[config.mk]
export PLATFORM = sky130hd
export DESIGN_NAME = dmem_arbiter
export DESIGN_NICKNAME = d
export VERILOG_FILES = /design/src/rtl/dmem_arbiter.sv
export SDC_FILE = /design/constraint.sdc
export NUM_CORES = 1
export LEC_CHECK = 0
export ABC_AREA = 1
export CELL_PAD_IN_SITES_DETAIL_PLACEMENT = 1
export CELL_PAD_IN_SITES_GLOBAL_PLACEMENT = 2
export CORE_AREA = 3 3 82 84
export DETAILED_ROUTE_END_ITERATION = 10
export DIE_AREA = 0 0 85 87
export GPL_ROUTABILITY_DRIVEN = 0
export PLACE_DENSITY_LB_ADDON = 0.1
export RECOVER_POWER = 100
export SYNTH_ARGS = -nofsm -noshare
export SYNTH_HDL_FRONTEND = slang
export SYNTH_SLANG_ARGS = --single-unit
[constraint.sdc]
create_clock -name clk -period 1.5 [get_ports clk]
set_input_delay 0.225 -clock clk [delete_from_list [all_inputs] [get_ports clk]]
set_output_delay 0.225 -clock clk [all_outputs]
set_load 0.02 [all_outputs]
[src/rtl/dmem_arbiter.sv]
// dmem_arbiter: shares a single-port 16x8 data memory between the core
// (fixed priority) and a host debug/DMA port. Zero-latency req/gnt
// arbitration, a bounded host wait counter, a host lock mode for bursts,
// and read-data routing back to the requester one cycle after the grant.
module dmem_arbiter #(
  parameter int ADDR_W   = 4,
  parameter int DATA_W   = 8,
  parameter int MAX_WAIT = 3
) (
  input  logic              clk,
  input  logic              rst,
  input  logic              core_req,
  input  logic              core_we,
  input  logic [ADDR_W-1:0] core_addr,
  input  logic [DATA_W-1:0] core_wdata,
  output logic              core_gnt,
  output logic              core_rvalid,
  output logic [DATA_W-1:0] core_rdata,
  input  logic              host_req,
  input  logic              host_we,
  input  logic [ADDR_W-1:0] host_addr,
  input  logic [DATA_W-1:0] host_wdata,
  input  logic              host_lock,
  output logic              host_gnt,
  output logic              host_rvalid,
  output logic [DATA_W-1:0] host_rdata,
  output logic              mem_e,
  output logic              mem_we,
  output logic [ADDR_W-1:0] mem_addr,
  output logic [DATA_W-1:0] mem_di,
  input  logic [DATA_W-1:0] mem_do
);

  localparam logic [0:0] IDLE      = 1'b0;
  localparam logic [0:0] HOST_LOCK = 1'b1;

  localparam logic [3:0] MAX_W = 4'(MAX_WAIT);

  logic [0:0] state;
  logic [0:0] state_nxt;
  logic [3:0] wait_cnt;
  logic [3:0] wait_cnt_nxt;
  logic       rd_pend;
  logic       rd_owner;

  // Grant decision: core has priority unless the host has waited MAX_WAIT
  // cycles; in lock mode the host owns the memory outright. Grants are
  // suppressed while reset is asserted.
  always_comb begin
    core_gnt = 1'b0;
    host_gnt = 1'b0;
    if (!rst) begin
      if (state == HOST_LOCK) begin
        host_gnt = host_req;
      end else if (core_req && host_req) begin
        if (wait_cnt == MAX_W) begin
          host_gnt = 1'b1;
        end else begin
          core_gnt = 1'b1;
        end
      end else begin
        core_gnt = core_req;
        host_gnt = host_req;
      end
    end
  end

  // Memory port mux from whichever requester holds the grant; idle drives zeros.
  always_comb begin
    mem_e    = core_gnt | host_gnt;
    mem_we   = 1'b0;
    mem_addr = '0;
    mem_di   = '0;
    if (core_gnt) begin
      mem_we   = core_we;
      mem_addr = core_addr;
      mem_di   = core_wdata;
    end else if (host_gnt) begin
      mem_we   = host_we;
      mem_addr = host_addr;
      mem_di   = host_wdata;
    end
  end

  // Next-state and wait-counter logic. The host's final (unlocked) grant
  // still wins its cycle; the core is eligible again from the next one.
  always_comb begin
    state_nxt    = state;
    wait_cnt_nxt = wait_cnt;
    if (state == HOST_LOCK) begin
      if (!host_req || (host_gnt && !host_lock)) begin
        state_nxt = IDLE;
      end
    end else begin
      if (host_gnt && host_lock) begin
        state_nxt = HOST_LOCK;
      end
      if (!host_req || host_gnt) begin
        wait_cnt_nxt = '0;
      end else if (wait_cnt < MAX_W) begin
        wait_cnt_nxt = wait_cnt + 4'd1;
      end
    end
  end

  // Control state: FSM, wait counter and the one-deep read-return tracker.
  always_ff @(posedge clk) begin
    if (rst) begin
      state    <= IDLE;
      wait_cnt <= '0;
      rd_pend  <= 1'b0;
      rd_owner <= 1'b0;
    end else begin
      state    <= state_nxt;
      wait_cnt <= wait_cnt_nxt;
      rd_pend  <= (core_gnt && !core_we) || (host_gnt && !host_we);
      rd_owner <= host_gnt;
    end
  end

  // Read return: route the registered memory output to the read's owner.
  // Gated by rst so a read granted just before reset never returns.
  always_comb begin
    core_rvalid = rd_pend && !rd_owner && !rst;
    host_rvalid = rd_pend && rd_owner && !rst;
    core_rdata  = core_rvalid ? mem_do : '0;
    host_rdata  = host_rvalid ? mem_do : '0;
  end

endmodule

==> impl_metrics.json <==
{
  "synthXorXnorAreaFrac": 0,
  "r2r_start": "wait_cnt[0]",
  "worstHoldPathType": "in -> reg",
  "hold_depth": 2,
  "slew_violations": 0,
  "cap_violations": 0,
  "setup_viol": 19,
  "max_stage_delay_ns": 0.35,
  "clock_skew_ns": 0.000240,
  "hold_viol_final": 0,
  "port-buffer-count": 72,
  "synth_cell_types": 18,
  "drive_gt1_frac": 0.468,
  "start_util": 0.0992,
  "grt_first_pass_wirelength_microns": 5150,
  "cts_hold_buf": 0,
  "cts_tree": "built",
  "busiest_layer": "met2",
  "timing.hold.ws_ns": 0.275,
  "final_antenna_net_count": 0,
  "ys_seq_area_frac": 0.236,
  "reg2reg_depth": 12,
  "r2r_slack_ns": 0.03,
  "hp-start": "rst",
  "dp_slack_ns": -0.728,
  "synth_ff_type": "dfxtp_1",
  "dp_hpwl_microns": 2560,
  "synth_top_family_by_area": "simple AND/OR/NAND/NOR gates",
  "finalInstanceArea_sq_mm": 0.00161,
  "use_met2": 0.161,
  "yosysMostFrequentCell": "nor2_1",
  "vias": 963,
  "grt_max_degree": 15,
  "violations": "negative setup slack",
  "synth_top_area_share": 0.236,
  "min_period_ns": 1.80,
  "cts_root_buf": "clkbuf_8",
  "cts_num_sinks": 7,
  "drt-total-wl_microns": 3150,
  "fin_crit_sh": 1.20,
  "tightest_slew_ns": 0.199,
  "crit_chain": "ha_4, nand2_2, inv_2, a21oi_2, nand2_2, clkinvlp_4, a22o_1, buf_6",
  "firstDrtPassIters": 3,
  "yosys.area_share.simple": 0.358,
  "endpoint_kind": "output pin",
  "cp-start-kind": "register",
  "cp_max_fo": 7,
  "critPathKind": "reg -> out",
  "fp.dieH_microns": 87,
  "multi_input_area_sq_um": 409,
  "path_common_cell": "nand2_2",
  "drt_iter0_drc": 6,
  "grt.total_usage": 0.0850,
  "cts_buffer_depth": 2,
  "power_mw": 0.835,
  "synth_mux_area_frac": 0,
  "worst_slack_ns": -0.296,
  "regArea_sq_um": 145,
  "synth_edf_count": 0,
  "drcViolationCount": 0,
  "syn_area_per_cell_sq_um": 6.32,
  "netlist_top_cells_area": "dfxtp_1, a22o_1, nor2_1, inv_1, nand2_1",
  "wl_per_cell_microns": 12.0,
  "core_area_sq_mm": 0.00599,
  "nNetsFinal": 229,
  "rows": 28,
  "min_to": "wait_cnt[2]",
  "fmax_mhz": 557,
  "critPathTopFamily": "buffers and inverters",
  "synth_top_cell_by_area": "dfxtp_1",
  "grt_use_met3": 0.0161,
  "power-per-cell-area_mw_per_mm2": 518,
  "irDropWorstVdd_v": 0.000383,
  "placedCellCount": 251,
  "via_per_inst": 3.66,
  "num_antenna_cells": 0,
  "ys_ff_latch": 7,
  "synth_common_cells": "nor2_1, inv_1, nand2_1",
  "die_x_microns": 85,
  "io_pins": 73,
  "fin_cells": 263,
  "cts.reportedPaths.clkPinSlew_ns": 0.04,
  "nFillCells": 730,
  "r2r-end": "wait_cnt[1]",
  "syn_area_sq_um": 594,
  "cts_buffers": 3,
  "cp_data_arrival_time_ns": 1.57,
  "cp_num_buf_inv": 3,
  "use_met1": 0.0970,
  "cp_data_required_time_ns": 1.27,
  "syn2layout_area_growth_pct": 171,
  "status": "finished with violations",
  "yosysWarnings": 0,
  "grt_setup_unrepaired": "true",
  "relSlewSlack": 0.867,
  "htreeDepth": 1,
  "syn_inst": 94,
  "synthAdderAreaFrac": 0.0211,
  "syn-num-nets": 134,
  "async_reset_ff_frac": 0,
  "synth_compound_area_frac": 0.204,
  "crit_path_top_delay_cell": "dfxtp_2",
  "grt_pass1_vias": 1078,
  "die_area_sq_mm": 0.00740,
  "antenna_found_initial": 0,
  "overflow": 0,
  "dpl_cell_area_sq_mm": 0.00149,
  "clk_latency_ns": 0.22,
  "leakagePower_nw": 0.806
}
==> per-stage QoR <==
stage	setup TNS, ns	utilization
after global placement	-22.65	0.248
after detailed placement	-23.08	0.248
after global routing	-5.59	0.269
final	-3.16	0.269
after floorplan	-0.0911	-
after CTS	-3.85	0.261
==> power breakdown <==
part           leakage, nW  switching (mW)  internal [mW]
logic                0.724           0.157          0.206
clock network       0.0228          0.0855          0.184
registers           0.0587         0.00620          0.196
==> cell families (layout without fill, tap and decap cells) <==
kind of cell | Yosys count | count (layout)
AND/OR/NAND/NOR | 47 | 47
buffers and inverters | 24 | 118
AO/OA/AOI/OAI | 15 | 15
flip-flops | 7 | 7
adder cells (fa/ha/maj) | 1 | 1
==> cells in the final DEF (no fill, tap or decap) <==
cell and count:
a21oi_1 1, a21oi_2 1, a22o_1 12, and3_1 1
buf_2 11, buf_4 18, buf_6 21, clkbuf_1 1
clkbuf_2 4, clkbuf_8 3, clkdlybuf4s50_1 36, clkinvlp_4 1
dfxtp_1 3, dfxtp_2 4, dlygate4sd2_1 1, ha_4 1
inv_1 14, inv_2 5, inv_4 2, inv_8 1
nand2_1 11, nand2_2 5, nand2_4 2, nand3_1 2
nand3_2 1, nor2_1 17, nor2_2 4, nor2_4 2
nor3_2 1, nor3_4 1, o22ai_1 1
==> cell type report <==
cell class / count / share of cell area
inverter: 22 / 0.0590
sequential: 7 / 0.0901
tap: 75 / 0.0582
multi-input combinational: 63 / 0.254
clock buffer: 4 / 0.0280
timing repair inverter: 1 / 0.00466
timing repair buffer: 91 / 0.506
==> timing repair <==
action / 4_1_cts / 5_1_grt
gates resized for setup: 181 / 26
endpoints found under the hold margin: 0 / 0
gates cloned: 1 / 0
endpoints found under the setup margin: 34 / 36
pin swaps: 7 / 6
buffers inserted: 6 / 2
==> layer usage <==
metal,part of all wire,vias up
li1,-,482
met1,0.38,437
met2,0.54,42
met3,0.074,2
met4,0.0086,0
met5,0,-
==> sequential cells by signal, summed over array words and instances (netlist names) <==
signal,cells
rd_owner,1
wait_cnt,4
state,1
rd_pend,1
==> how the worst max path moves through the flow <==
| stage | start | end | slack (ns) | cells after the start |
|---|---|---|---|---|
| 3_5_place_dp | host_req | mem_di[4] | -0.73 | 8 |
| 2_1_floorplan | wait_cnt[0] | mem_addr[2] | -0.01 | 8 |
| 6_report | wait_cnt[0] | mem_di[5] | -0.30 | 8 |
| 4_1_cts | wait_cnt[1] | mem_di[5] | -0.32 | 8 |
| 5_1_grt | wait_cnt[0] | mem_di[5] | -0.38 | 8 |
| 3_3_place_gp | host_req | mem_di[4] | -0.73 | 8 |
Note: power is estimated with default switching activity, not from simulation.
